$ cat config.mk
export PLATFORM = sky130hd
export DESIGN_NAME = wave_capture
export DESIGN_NICKNAME = d
export VERILOG_FILES = /design/src/rtl/wave_capture.sv
export SDC_FILE = /design/constraint.sdc
export NUM_CORES = 1
export LEC_CHECK = 0
export CAP_MARGIN = 20
export CORE_ASPECT_RATIO = 2
export CORE_MARGIN = 2
export CORE_UTILIZATION = 25
export DETAILED_ROUTE_END_ITERATION = 12
export GPL_TIMING_DRIVEN = 0
export PLACE_DENSITY = 0.44
export SLEW_MARGIN = 25
export SYNTH_ARGS = -nofsm -noshare
export SYNTH_HDL_FRONTEND = slang
export SYNTH_SLANG_ARGS = --single-unit
$ cat constraint.sdc
create_clock -name clk_i -period 6.5 [get_ports clk_i]
set_input_delay 0.975 -clock clk_i [delete_from_list [all_inputs] [get_ports clk_i]]
set_output_delay 0.975 -clock clk_i [all_outputs]
set_load 0.01 [all_outputs]
$ cat src/rtl/wave_capture.sv
// Trigger-qualified capture buffer: waits for a masked match, stores DEPTH samples
// with their timestamps, then drains them oldest-first over a valid/ready port.
module wave_capture #(
  parameter int unsigned DW    = 8,
  parameter int unsigned SW    = 32,
  parameter int unsigned DEPTH = 16
) (
  input  logic          clk_i,
  input  logic          rst_i,
  input  logic          arm_i,
  input  logic          abort_i,
  input  logic [DW-1:0] trig_value_i,
  input  logic [DW-1:0] trig_mask_i,
  input  logic          sample_valid_i,
  input  logic [DW-1:0] sample_data_i,
  input  logic [SW-1:0] sample_stamp_i,
  output logic          rd_valid_o,
  input  logic          rd_ready_i,
  output logic [DW-1:0] rd_data_o,
  output logic [SW-1:0] rd_stamp_o,
  output logic [SW-1:0] trig_stamp_o,
  output logic          busy_o,
  output logic          done_o,
  output logic [15:0]   drop_cnt_o
);

  localparam int unsigned AW = $clog2(DEPTH);
  localparam logic [AW-1:0] LastIdx = AW'(DEPTH - 1);
  localparam logic [AW-1:0] PtrOne  = AW'(1);

  typedef enum logic [1:0] {StIdle, StArmed, StCapture, StReadout} state_e;

  state_e        state_q, state_d;
  logic [AW-1:0] wr_ptr_q, wr_ptr_d;
  logic [AW-1:0] rd_ptr_q, rd_ptr_d;
  logic [SW-1:0] trig_stamp_q, trig_stamp_d;
  logic [15:0]   drop_cnt_q, drop_cnt_d;
  logic          done_q, done_d;

  logic [DW-1:0] mem_data_q  [DEPTH];
  logic [SW-1:0] mem_stamp_q [DEPTH];

  logic          match;
  logic          wr_en;
  logic [AW-1:0] wr_addr;

  assign match = sample_valid_i && (((sample_data_i ^ trig_value_i) & trig_mask_i) == '0);

  always_comb begin
    state_d      = state_q;
    wr_ptr_d     = wr_ptr_q;
    rd_ptr_d     = rd_ptr_q;
    trig_stamp_d = trig_stamp_q;
    drop_cnt_d   = drop_cnt_q;
    done_d       = 1'b0;
    wr_en        = 1'b0;
    wr_addr      = wr_ptr_q;

    unique case (state_q)
      StIdle: begin
        if (arm_i) begin
          state_d    = StArmed;
          drop_cnt_d = '0;
        end
      end
      StArmed: begin
        if (match) begin
          wr_en        = 1'b1;
          wr_addr      = '0;
          wr_ptr_d     = PtrOne;
          trig_stamp_d = sample_stamp_i;
          state_d      = StCapture;
        end
      end
      StCapture: begin
        if (sample_valid_i) begin
          wr_en    = 1'b1;
          wr_ptr_d = wr_ptr_q + PtrOne;
          if (wr_ptr_q == LastIdx) begin
            state_d  = StReadout;
            rd_ptr_d = '0;
          end
        end
      end
      StReadout: begin
        if (sample_valid_i && (drop_cnt_q != 16'hFFFF)) begin
          drop_cnt_d = drop_cnt_q + 16'd1;
        end
        if (rd_ready_i) begin
          rd_ptr_d = rd_ptr_q + PtrOne;
          if (rd_ptr_q == LastIdx) begin
            state_d = StIdle;
            done_d  = 1'b1;
          end
        end
      end
      default: state_d = StIdle;
    endcase

    // Abort overrides every other event and leaves counters/stamp untouched.
    if (abort_i) begin
      state_d      = StIdle;
      wr_en        = 1'b0;
      done_d       = 1'b0;
      wr_ptr_d     = '0;
      rd_ptr_d     = '0;
      trig_stamp_d = trig_stamp_q;
      drop_cnt_d   = drop_cnt_q;
    end
  end

  always_ff @(posedge clk_i) begin
    if (rst_i) begin
      state_q      <= StIdle;
      wr_ptr_q     <= '0;
      rd_ptr_q     <= '0;
      trig_stamp_q <= '0;
      drop_cnt_q   <= '0;
      done_q       <= 1'b0;
    end else begin
      state_q      <= state_d;
      wr_ptr_q     <= wr_ptr_d;
      rd_ptr_q     <= rd_ptr_d;
      trig_stamp_q <= trig_stamp_d;
      drop_cnt_q   <= drop_cnt_d;
      done_q       <= done_d;
    end
  end

  // Buffer storage carries no reset; contents are only read after a full capture.
  always_ff @(posedge clk_i) begin
    if (wr_en && !rst_i) begin
      mem_data_q[wr_addr]  <= sample_data_i;
      mem_stamp_q[wr_addr] <= sample_stamp_i;
    end
  end

  assign rd_valid_o   = (state_q == StReadout);
  assign rd_data_o    = mem_data_q[rd_ptr_q];
  assign rd_stamp_o   = mem_stamp_q[rd_ptr_q];
  assign trig_stamp_o = trig_stamp_q;
  assign busy_o       = (state_q != StIdle);
  assign done_o       = done_q;
  assign drop_cnt_o   = drop_cnt_q;

endmodule

==> out/summary.txt <==
Area Overhead vs Synth -> 24.64%
Post-synth EDFFs -> 640
# port buffers -> 151
Nets -> 1,696
remaining routing DRC violations -> 0
Post-Syn Instances -> 1,277
top cells by area, synth -> edfxtp_1 (70%), mux4_2 (16%), dfxtp_1 (4.6%), nand4b_1 (1.0%), o31ai_1 (0.88%)
via count -> 14.36k
Synth Area in Compound Gates -> 2.572%
sw power -> 1.874 mW
Root Driver -> clkbuf_16
pre-CTS WS -> 0.6690 ns
CTS resizes -> 0
Clock Power Share -> 44.1%
synthesized cell area -> 27,340 um^2
most frequent cells in the layout -> edfxtp_1 (640), mux4_2 (197), clkdlybuf4s50_1 (151)
Avg Vias per Cell -> 4.687
TritonCTS Buffers -> 68
Area after DPL -> 31,840 um^2
fin util -> 31.41%
Critical Path Fanout Max -> 10
WL final -> 81.42 mm
Synth async-reset ratio -> 0%
first-pass GRT wire length -> 115.0 mm
dpl hpwl -> 57.73 mm
design area -> 34,070 um^2
Die X -> 237.8 um
crit path cell chain -> clkbuf_1 > buf_2 > buf_1 > mux4_2 > mux4_2 > clkdlybuf4s50_1
later-pin clock latency in the skew report -> 0.63 ns
slowest stage delay, CP -> 0.79 ns
clock skew -> 0.01749 ns
Final min period -> 5.050 ns
initial antenna violation count -> 6
Routed Antenna Nets -> 0
Worst path slowest cell -> buf_1
Adder-Cell Fraction of Synth Area -> 0.3204%
Hold Path Class -> reg -> reg
Hold Path Stages -> 2
final setup vio count -> 0
# H-tree levels -> 3
Synth Register Bits -> 703
HP Start -> trig_stamp_o[9]
static leakage -> 10.37 nW
GRT Residual Overflow -> 0
syn nets -> 1,346
internal power -> 7.299 mW
Fill cells -> 10.36k
vias in the first global route -> 15.60k
R2R Path Start -> state_q[1]
CTS tree -> built
crit share post-route -> 77.69%
CP Launch Type -> flip-flop
Final TNS setup -> 0 ns
xor/xnor share of the synthesized area -> 0.6728%
CP Class -> reg -> out
setup ws final -> 1.450 ns
register area share after synthesis -> 74.92%
Worst-Margin Slew -> 1.027 ns
Max Slew Vio Count -> 0
Routed WL per cell -> 26.57 um
simple-gate area share of the yosys netlist -> 3.236%
Power Density -> 269.2 nW/um^2
FF/Latch Area -> 20,480 um^2
Yosys cell types -> 52
CP arrival -> 4.08 ns
die height -> 471.6 um
first drt pass iteration count -> 5
gr usage total -> 14.60%
r2r setup slk -> 2.90 ns
Die ar. -> 112,200 um^2
Net Sw Frac -> 20.43%
share of layout cells above drive strength 1 -> 28.38%
clock buffer depth -> 3
largest family of logic cells by synthesized area -> multiplexers
area of the multi-input gates -> 6504 um^2
placer congestion estimate -> 0.7373
IO Count -> 153
Max Clk Rate -> 198.0 MHz
post-synth top area share -> 70.30%
most frequent cell on the critical path -> mux4_2
yosys warns -> 0
Starting Density -> 25.20%
area leader, netlist -> edfxtp_1
Iter 0 DRT Violations -> 1,345
WHS Endpoint -> trig_stamp_o[9]
Crit. End Element -> primary output
Comb pwr share -> 2.2%
Post-CTS Setup Inserts -> 0
status -> complete, no violations
CP required -> 5.52 ns
Sink Count -> 703
Max-cap violations -> 0
hold_buf cts -> 0
Worst VDD drop -> 141.7 uV
register share of total power -> 53.7%
CP delay by family, top -> buffers and inverters
most common cell after layout, fill and taps aside -> edfxtp_1
largest net degree at the start of global routing -> 18
relative slew slack -> 31.54%
Core Region -> 108,500 um^2
RSZ-0062 raised after global routing -> false
path depth of the worst reg2reg path -> 9
Avg Inst Size Synth -> 21.41 um^2
crit path buf inv count -> 4
Synth Flop Type -> edfxtp_1
Worst-path clk slew -> 0.07 ns
post-synthesis mux area share -> 16.63%
Final Hold Viols -> 0
Row Count -> 171
R2R Path End -> mem_stamp_q[0][26]
==> registers in the layout, indices dropped and copies added (netlist names), named ones only <==
name	count
drop_cnt_o	16
wr_ptr_q	4
state_q	2
rd_ptr_q	4
mem_stamp_q	512
mem_data_q	128
done_o	1
trig_stamp_o	32
==> worst max path at each step <==
stage / startpoint / to / slack (ns) / depth (start not counted)
after floorplan: rst_i / mem_data_q[8][0] / 0.25 / 5
after global placement: sample_data_i[2] / mem_stamp_q[14][18] / -9.13 / 7
after detailed placement: sample_data_i[2] / mem_data_q[8][3] / 0.67 / 12
after CTS: sample_data_i[2] / mem_data_q[8][3] / 1.37 / 12
after global routing: sample_data_i[2] / mem_data_q[8][3] / 1.17 / 12
final: flip-flop / rd_stamp_o[13] / 1.45 / 6
==> cell usage after synthesis (10+ instances only) <==
library cell / n
a21oi_1: 41
buf_2: 15
buf_6: 10
clkbuf_1: 48
dfxtp_1: 63
edfxtp_1: 640
mux4_2: 197
nand2_1: 15
nand3_1: 13
nand4b_1: 32
nor2_1: 23
nor3_1: 16
o21ai_0: 11
o31ai_1: 32
xor2_1: 14
==> layout make-up <==
type,instances,share of cell area [%]
plain buffers,81,1.267
clock buffers,87,5.604
inverters,7,0.07712
diodes,3,0.02203
well taps,1384,5.082
flip-flops and latches,703,60.11
clock inverters,33,0.9181
multi-input cells,486,19.09
repair buffers,280,7.833
==> cell families after synthesis <==
family	after synthesis
flops	703
mux	203
simple gates	147
compound gates	108
buf+inv	88
xor+xnor	21
fa+ha+maj	7
==> metal layers <==
layer | vias up | routed length [um] | GRT usage [%]
li1 | 6113 | - | -
met1 | 7695 | 31680 | 17.12
met2 | 426 | 43420 | 26.31
met3 | 123 | 4094 | 3.060
met4 | 4 | 2195 | 4.834
met5 | - | 24 | 0
==> stage by stage <==
step           hold WS [ns]  power (mW)  std cells
6_report             0.4792       9.173       3064
5_1_grt              0.4963       9.454       3063
4_1_cts              0.4834       9.298       3061
3_5_place_dp         0.4658       5.234       2941
3_3_place_gp         0.4626       5.224       2812
2_1_floorplan        0.4677       5.085       1277
==> worst min-delay path: stages, from the launching register on <==
cell     delay, ns
dfxtp_1       0.31
o31ai_1       0.06
a21oi_1       0.06
==> power groups by stage <==
stage / logic [mW] / registers [mW] / clock network, mW
CTS: 0.207 / 4.93 / 4.16
finish: 0.202 / 4.93 / 4.04
floorplan: 0.0578 / 5.03 / 0
global placement: 0.197 / 5.03 / 0
detailed placement: 0.206 / 5.03 / 0
global route: 0.221 / 4.93 / 4.31
(Power assumes the default switching activity.)
